[src/rtl/rca_acc_pkg.sv]
// Shared types and default sizes for the adder-result accumulator.
package rca_acc_pkg;

    typedef enum logic [1:0] {
        IDLE  = 2'd0,
        ACCUM = 2'd1,
        DONE  = 2'd2
    } rca_state_e;

    localparam int DEF_WIDTH     = 8;
    localparam int DEF_ACC_WIDTH = 16;
    localparam int DEF_CNT_W     = 4;

endpackage

[src/rtl/rca_result_accumulator.sv]
// Sums a run of ripple-carry adder results {carry,sum} into a wide
// accumulator with sticky wrap detection and a valid/ready result port.
module rca_result_accumulator
    import rca_acc_pkg::*;
#(
    parameter int WIDTH     = DEF_WIDTH,
    parameter int ACC_WIDTH = DEF_ACC_WIDTH,
    parameter int CNT_W     = DEF_CNT_W
) (
    input  logic                 clk,
    input  logic                 rst,
    input  logic                 start,
    input  logic [CNT_W-1:0]     num_samples,
    input  logic                 in_valid,
    output logic                 in_ready,
    input  logic [WIDTH-1:0]     in_sum,
    input  logic                 in_carry,
    output logic                 out_valid,
    input  logic                 out_ready,
    output logic [ACC_WIDTH-1:0] out_acc,
    output logic                 out_overflow,
    output logic [CNT_W-1:0]     out_count,
    output logic                 busy
);

    rca_state_e           state_q, state_d;
    logic [ACC_WIDTH-1:0] acc_q, acc_d;
    logic [CNT_W-1:0]     cnt_q, cnt_d;
    logic [CNT_W-1:0]     num_q, num_d;
    logic                 ovf_q, ovf_d;

    logic [ACC_WIDTH:0]   beat_ext;
    logic [ACC_WIDTH:0]   sum_ext;
    logic [CNT_W-1:0]     cnt_inc;

    // One extra bit on the add exposes the wrap out of the accumulator.
    assign beat_ext = {{(ACC_WIDTH-WIDTH){1'b0}}, in_carry, in_sum};
    assign sum_ext  = {1'b0, acc_q} + beat_ext;
    assign cnt_inc  = cnt_q + CNT_W'(1);

    always_ff @(posedge clk) begin
        if (rst) begin
            state_q <= IDLE;
            acc_q   <= '0;
            cnt_q   <= '0;
            num_q   <= '0;
            ovf_q   <= 1'b0;
        end else begin
            state_q <= state_d;
            acc_q   <= acc_d;
            cnt_q   <= cnt_d;
            num_q   <= num_d;
            ovf_q   <= ovf_d;
        end
    end

    always_comb begin
        state_d = state_q;
        acc_d   = acc_q;
        cnt_d   = cnt_q;
        num_d   = num_q;
        ovf_d   = ovf_q;
        unique case (state_q)
            IDLE: begin
                if (start) begin
                    acc_d   = '0;
                    cnt_d   = '0;
                    ovf_d   = 1'b0;
                    num_d   = num_samples;
                    state_d = (num_samples == '0) ? DONE : ACCUM;
                end
            end
            ACCUM: begin
                if (in_valid) begin
                    acc_d = sum_ext[ACC_WIDTH-1:0];
                    ovf_d = ovf_q | sum_ext[ACC_WIDTH];
                    cnt_d = cnt_inc;
                    if (cnt_inc == num_q) begin
                        state_d = DONE;
                    end
                end
            end
            DONE: begin
                if (out_ready) begin
                    state_d = IDLE;
                end
            end
            default: state_d = IDLE;
        endcase
    end

    assign in_ready     = (state_q == ACCUM);
    assign out_valid    = (state_q == DONE);
    assign busy         = (state_q != IDLE);
    assign out_acc      = acc_q;
    assign out_overflow = ovf_q;
    assign out_count    = cnt_q;

endmodule

[config.mk]
export PLATFORM = sky130hd
export DESIGN_NAME = rca_result_accumulator
export DESIGN_NICKNAME = d
export VERILOG_FILES = /design/src/rtl/rca_acc_pkg.sv /design/src/rtl/rca_result_accumulator.sv
export SDC_FILE = /design/constraint.sdc
export NUM_CORES = 1
export LEC_CHECK = 0
export BUFFER_PORTS_ARGS = -buffer_cell sky130_fd_sc_hd__buf_4
export CAP_MARGIN = 30
export CORE_MARGIN = 5
export CORE_UTILIZATION = 52
export CTS_CLUSTER_DIAMETER = 50
export DETAILED_ROUTE_END_ITERATION = 12
export PLACE_DENSITY = 0.88
export SETUP_SLACK_MARGIN = 0.05
export SLEW_MARGIN = 20
export SYNTH_ARGS = -nofsm -noshare
export SYNTH_HDL_FRONTEND = slang
export SYNTH_SLANG_ARGS = --single-unit
export TNS_END_PERCENT = 20
[constraint.sdc]
create_clock -name clk -period 3.26 [get_ports clk]
set_clock_uncertainty 0.1 [all_clocks]
set_input_delay 0.652 -clock clk [delete_from_list [all_inputs] [get_ports clk]]
set_output_delay 0.652 -clock clk [all_outputs]
set_load 0.05 [all_outputs]
==> results.md, run 1 <==
- Min cycle time layout: roughly 2.5 ns
- HP Class: reg2reg
- GP Congestion: approximately 0.8
- WP data arrival: 2.63 ns
- Outcome: completed
- First-pass GRT wire length: between 6000 and 7000 µm
- # resized after CTS: 0
- Inserted Clock Buffers: 3
- Post-Synth Simple-Gate Area: approximately a quarter
- Maximum VDD drop: ~0.00020 V
- Mux cell area share after synthesis: under 10%
- Synth area leaders: dfxtp_1 34%, ha_1 7.8%, nor2_1 5.6%
- Layout Nets: ~260
- Hold endpoint: out_overflow$_SDFFE_PP0P_
- Synth Area per Inst: approximately 8.6 µm²
- Netlist Area Pre-Place: around 1600 µm²
- Clock Path Buffers: 2
- Synth Area in Compound Gates: between 10% and 20%
- Starting Density: between 50% and 60%
- Initial DRT Pass Iterations: 4
- Pwr/cell area: between 300 and 400 nW/µm²
- # DRC: 0
- RR Endpoint: out_acc[12]$_SDFFE_PP0P_
- Synth Area in Adders: a little under a tenth
- Antenna violations before repair: 0
- Fillers: about 280
- Max Slew Vio Count: 0
- Vias per cell: about 5.7
- Worst Tran Pin Value: slightly below 0.6 ns
- Synth warn: 0
- Critical path type: in2reg
- Flops & latches, synth: 27
- Reg2reg setup slack: 0.81 ns
- Post-synth top cells: 27 x dfxtp_1, 24 x nor2_1, 17 x a21oi_1
- CTS sink cnt: 27
- Syn Nets: 217
- Beginning of the worst hold path: out_overflow$_SDFFE_PP0P_
- Post-Synth XOR/XNOR Area: around 8.2%
- CP Data Required Time: roughly 3.4 ns
- LEAKAGE: approximately 0.86 nW
- Final worst path period share: about three quarters
- Post-synth ARST share: 0%
- Worst path top cell family by delay: compound AO/OA/AOI/OAI gates
- Area Overhead vs Synth: 20.9%
- Number of global-route vias before repair: roughly 1400
- Highest-delay cell along the critical path: or4_1
- Hold_ws: approximately 0.36 ns
- CORE AREA: about 3000 µm²
- Reg clk slew, reported paths: 0.15 ns
- Yosys top cell area share: between 30% and 40%
- Reg2reg path depth: 9
- Root Buffer: clkbuf_4
- Worst setup SP type: input pin
- Main synth FF type: dfxtp_1
- Sequential area share after synthesis: approximately a third
- Final setup fails: 0
- Die H: 65.6 µm
- CTS tree: built
- Number of H-tree levels: 1
- Largest area contributor in the netlist: dfxtp_1
- Worst Path Buf+Inv: 2
- Hold Path Stages: 2
- Pin count of the biggest net entering global routing: 24
- Post-Syn Instances: between 150 and 200
- DIE AREA: about 4300 µm²
- Max frequency: between 400 and 500 MHz
- Die X: roughly 66 µm
- RSZ-0062 raised after global routing: no
- Wirelength per Cell: 14.2 µm
- Distinct cells, synth: 47
- Vias: approximately 1500
- Hpwl dp: 2900 µm
- ANT nets after route: 0
- Max-Cap Viols: 0
- Ant. Diodes: 0
- Crit-path max cell delay: 0.44 ns
- Clock Latency Late Sink: ~0.32 ns
- Crit path top cell by count: o21ai_1
- Worst reg2reg startpoint: out_acc[0]$_SDFFE_PP0P_
- GRT Util Overall: between 10% and 20%
- Count leader, synth: dfxtp_1
- Crit path max fanout: 7
- Gr ovfl total: 0
- Layout cells sized above 1: a little under a quarter
- Hold_buf cts: 0
- 1st-iter DRT viols: 80
- Relative slew slack: ~61%
- Ports: 42
- WL final: about 3700 µm
- Critical path, cell by cell: buf_4, ha_1, inv_1, fa_1, nor2b_1, o21ai_1, a211oi_1, o21ai_1, or4_1, a21oi_1
- Final hold vios: 0
- Port Buffers: between 40 and 50
- Fin Setup TNS: 0 ns
- Row count: 20
- CP Capture Type: flop
- Largest family of logic cells by synthesized area: simple AND/OR/NAND/NOR gates
- Number of synthesized flops with an enable pin: 0
- Post-CTS setup buffer count: 0
==> stage by stage <==
stage | cells | power, mW | setup slack [ns] | area, µm² | util [%]
2_1_floorplan | 188 | 0.483 | 0.652 | 1610 | -
3_3_place_gp | 256 | 0.527 | 0.552 | 1920 | 63.8
3_5_place_dp | 256 | 0.530 | 0.490 | 1920 | 63.8
4_1_cts | 260 | 0.677 | 0.834 | 1940 | 64.7
5_1_grt | 260 | 0.707 | 0.631 | 1940 | 64.7
6_report | 260 | 0.669 | 0.798 | 1940 | 64.7
==> sequential cells by signal, indices dropped and copies added, names as in the netlist <==
| signal | count |
|---|---|
| out_overflow | 1 |
| state_q | 2 |
| out_acc | 16 |
| num_q | 4 |
| out_count | 4 |
==> routing by layer <==
layer | GRT usage [%] | share of wire, % | wire length [µm]
met5 | 0 | 0 | 0
met4 | 2.33 | 0.41 | 15
met3 | 2.39 | 5.1 | 189
met2 | 32.9 | 51 | 1890
met1 | 22.4 | 43 | 1590
==> worst register-to-register path: cells and delay by family, from the launching register on <==
family / cells / cell delay, ns
AOI/OAI and AO/OA: 4 / 0.70
adders and majority gates: 2 / 0.58
buffers and inverters: 1 / 0.06
DFF: 1 / 0.38
and+or+nand+nor: 2 / 0.59
==> placed cells by master (no fill, tap or decap), types with 3 or more instances in the layout <==
cell type  count
a22oi_1        5
nand3_1        7
dfxtp_1       27
nand3b_1       3
o21ai_1        3
xnor2_1        6
xor2_1         9
clkbuf_4       3
mux2i_1        4
nor2_1        24
a21oi_1       17
or3_1          3
nand2_1       10
inv_1          7
nor2b_1        3
buf_4         41
o21ai_0        7
ha_1          10
==> cell type report <==
| class | count | area, µm² | area share [%] |
|---|---|---|---|
| multi-input combinational | 147 | 996 | 51.3 |
| sequential | 27 | 541 | 27.8 |
| timing repair buffer | 41 | 308 | 15.8 |
| tap | 33 | 41.3 | 2.12 |
| inverter | 8 | 30.0 | 1.55 |
| clock buffer | 3 | 22.5 | 1.16 |
| clock inverter | 1 | 5.00 | 0.258 |
==> report_power, final <==
group	switching [mW]	internal (mW)
combinational	0.106	0.0658
sequential	0.0110	0.341
clock	0.0999	0.0459
==> cells by family (layout without fill, tap and decap cells) <==
| kind of cell | count (synthesis) | in the layout |
|---|---|---|
| xor+xnor | 15 | 15 |
| fa+ha+maj | 11 | 11 |
| compound gates | 46 | 46 |
| simple gates | 71 | 71 |
| buf+inv | 14 | 53 |
| mux | 4 | 4 |
| flops | 27 | 27 |
==> worst max path at each step <==
stage	startpoint	endpoint	cells past startpoint
2_1_floorplan	out_acc[0]$_SDFFE_PP0P_	out_acc[12]$_SDFFE_PP0P_	9
3_3_place_gp	in_sum[0]	out_acc[12]$_SDFFE_PP0P_	10
3_5_place_dp	in_sum[0]	out_acc[12]$_SDFFE_PP0P_	10
4_1_cts	in_sum[0]	out_acc[12]$_SDFFE_PP0P_	10
5_1_grt	out_acc[0]$_SDFFE_PP0P_	out_acc[12]$_SDFFE_PP0P_	9
6_report	in_sum[0]	out_acc[12]$_SDFFE_PP0P_	10
(Power assumes the default switching activity.)
==> run 2: changes to the inputs <==
==> constraint.sdc (replaced) <==
create_clock -name clk -period 2.5 [get_ports clk]
set_clock_uncertainty 0.1 [all_clocks]
set_input_delay 0.5 -clock clk [delete_from_list [all_inputs] [get_ports clk]]
set_output_delay 0.5 -clock clk [all_outputs]
set_load 0.05 [all_outputs]
==> results.md, run 2 (synthesized netlist as in run 1, its figures left out) <==
- Vias: 1512 (was 1493)
- Crit-path max cell delay: 0.41 ns (was 0.44 ns)
- Design Power: 894 µW (was 669 µW)
- Most frequent cells in the layout: 45 x buf_4, 25 x dfxtp_1, 24 x nor2_1, 17 x a21oi_1 (was 41 x buf_4, 27 x dfxtp_1, 24 x nor2_1, 17 x a21oi_1)
- Crit path max fanout: 6 (was 7)
- Layout Nets: 261 (was 257)
- Max Slew Vio Count: 0 (unchanged)
- Inst Count DP: 260 (was 256)
- Die X: 65.6 µm (unchanged)
- Clock Path Buffers: 2 (unchanged)
- DP Area: 1950 µm² (was 1920 µm²)
- Inserted Clock Buffers: 3 (unchanged)
- Starting Density: 53.5% (unchanged)
- WP data arrival: 2.50 ns (was 2.63 ns)
- # DRC: 0 (unchanged)
- Row count: 20 (unchanged)
- Antenna violations before repair: 0 (unchanged)
- Number of global-route vias before repair: 1446 (was 1410)
- Highest-delay cell along the critical path: or4_1 (unchanged)
- Pwr/cell area: 451 nW/µm² (was 344 nW/µm²)
- Fin Setup TNS: 0 ns (unchanged)
- Worst path top cell family by delay: compound AO/OA/AOI/OAI gates (unchanged)
- CP Data Required Time: 2.68 ns (was 3.43 ns)
- Final WS setup: 0.181 ns (was 0.798 ns)
- Reg area: 543 µm² (was 541 µm²)
- Critical path, cell by cell: ha_1, inv_1, fa_1, nor2b_1, o21ai_1, a211oi_1, o21ai_2, or4_1, a21oi_1 (was buf_4, ha_1, inv_1, fa_1, nor2b_1, o21ai_1, a211oi_1, o21ai_1, or4_1, a21oi_1)
- Clock Latency Late Sink: 0.33 ns (was 0.32 ns)
- Wirelength per Cell: 14.3 µm (was 14.2 µm)
- GRT Util Overall: 18.2% (was 17.8%)
- Max frequency: about 430 MHz
- CTS sink cnt: 27 (unchanged)
- CORE AREA: 3000 µm² (unchanged)
- Max reg flops: 16 (unchanged)
- Area Overhead vs Synth: 23.3% (was 20.9%)
- Layout cells sized above 1: 26.0% (was 23.3%)
- Worst Path Buf+Inv: 1 (was 2)
- LEAKAGE: 0.874 nW (was 0.859 nW)
- HP Class: in2reg (was reg2reg)
- CP Capture Type: flop (unchanged)
- Max-Cap Viols: 0 (unchanged)
- Pin count of the biggest net entering global routing: 24 (unchanged)
- Worst Tran Pin Value: 0.535 ns (was 0.581 ns)
- Root Buffer: clkbuf_4 (unchanged)
- Leading cell type in the layout, fill and taps excluded: buf_4 (unchanged)
- Post-CTS setup buffer count: 0 (unchanged)
- Ant. Diodes: 0 (unchanged)
- Outcome: completed (unchanged)
- Multi-input gate area: 1000 µm² (was 996 µm²)
- Final setup fails: 0 (unchanged)
- Min cycle time layout: approximately 2.3 ns
- Gr ovfl total: 0 (unchanged)
- WL final: 3790 µm (was 3680 µm)
- Fillers: 258 (was 277)
- CTS tree: built (unchanged)
- Post-Place Setup Slack: -0.0359 ns (was 0.490 ns)
- Reg clk slew, reported paths: 0.17 ns (was 0.15 ns)
- RSZ-0062 raised after global routing: no (unchanged)
- Final worst path period share: 92.7%
- Initial DRT Pass Iterations: 4 (unchanged)
- ANT nets after route: 0 (unchanged)
- Critical path type: reg2reg (was in2reg)
- Number of H-tree levels: 1 (unchanged)
- Post-route insts no fill: 264 (was 260)
- Hpwl dp: 2920 µm (was 2900 µm)
- Die H: 65.6 µm (unchanged)
- 1st-iter DRT viols: 42 (was 80)
- GP Congestion: 0.886 (was 0.807)
- Port Buffers: 41 (unchanged)
- Vias per cell: 5.73 (was 5.74)
- Hold_buf cts: 0 (unchanged)
- First-pass GRT wire length: 6280 µm (was 6240 µm)
- Relative slew slack: 63.9% (was 61.1%)
- Maximum VDD drop: 0.000254 V (was 0.000198 V)
- Ports: 42 (unchanged)
- Worst setup SP type: flop (was input pin)
- Final instance area: 1980 µm² (was 1940 µm²)
- Final hold vios: 0 (unchanged)
- DIE AREA: 4300 µm² (unchanged)
run 2: path summary, 6_finish.rpt:
kind                                           startpoint                        end  slack, ns  cells after the start
worst min register to register  out_overflow$_SDFFE_PP0P_  out_overflow$_SDFFE_PP0P_       0.36                      2
worst max register to register    out_acc[0]$_SDFFE_PP0P_   out_acc[12]$_SDFFE_PP0P_       0.18                      9
worst max-delay path              out_acc[0]$_SDFFE_PP0P_   out_acc[12]$_SDFFE_PP0P_       0.18                      9
worst min-delay path                       num_samples[0]      num_q[0]$_SDFFE_PP0P_       0.29                      3
run 2: routing by layer:
metal  global-route usage [%]  vias up  share of wire (%)
met4                     6.22        0                1.3
li1                         -      760                  -
met1                     23.3      689                 43
met5                        0        -                  0
met2                     30.3       57                 48
met3                     3.59        6                7.6
run 2: report_power, final:
group          leakage [nW]  total (mW)  switching [mW]  internal (mW)
combinational         0.640       0.229           0.140         0.0894
sequential            0.220       0.460          0.0144          0.445
clock                0.0139       0.205           0.144         0.0611
run 2: what timing repair did:
action,in CTS,in global routing
endpoints found under the setup margin,0,1
gates resized for setup,0,1
hold endpoints to repair,0,0
run 2: stage by stage:
step	hold WS [ns]	util, %
final	0.292	66.0
after global routing	0.277	66.0
after CTS	0.287	65.9
after detailed placement	0.342	64.9
after global placement	0.344	64.9
after floorplan	0.384	-
run 2: cell type report:
cell class                      instances  share of cell area [%]
Clock inverter                          1                   0.379
Timing Repair Buffer                   45                    17.0
Tap cell                               33                    2.08
Clock buffer                            3                    1.14
Inverter                                8                    1.52
Multi-Input combinational cell        147                    50.4
Sequential cell                        27                    27.4
run 2: worst reg2reg max path, cell delays in order (launching register included):
cell and delay (ns):
dfxtp_2 0.38, ha_1 0.16, inv_1 0.05, fa_1 0.37, nor2b_1 0.13, o21ai_1 0.08, a211oi_1 0.31, o21ai_2 0.13
or4_1 0.41, a21oi_1 0.15
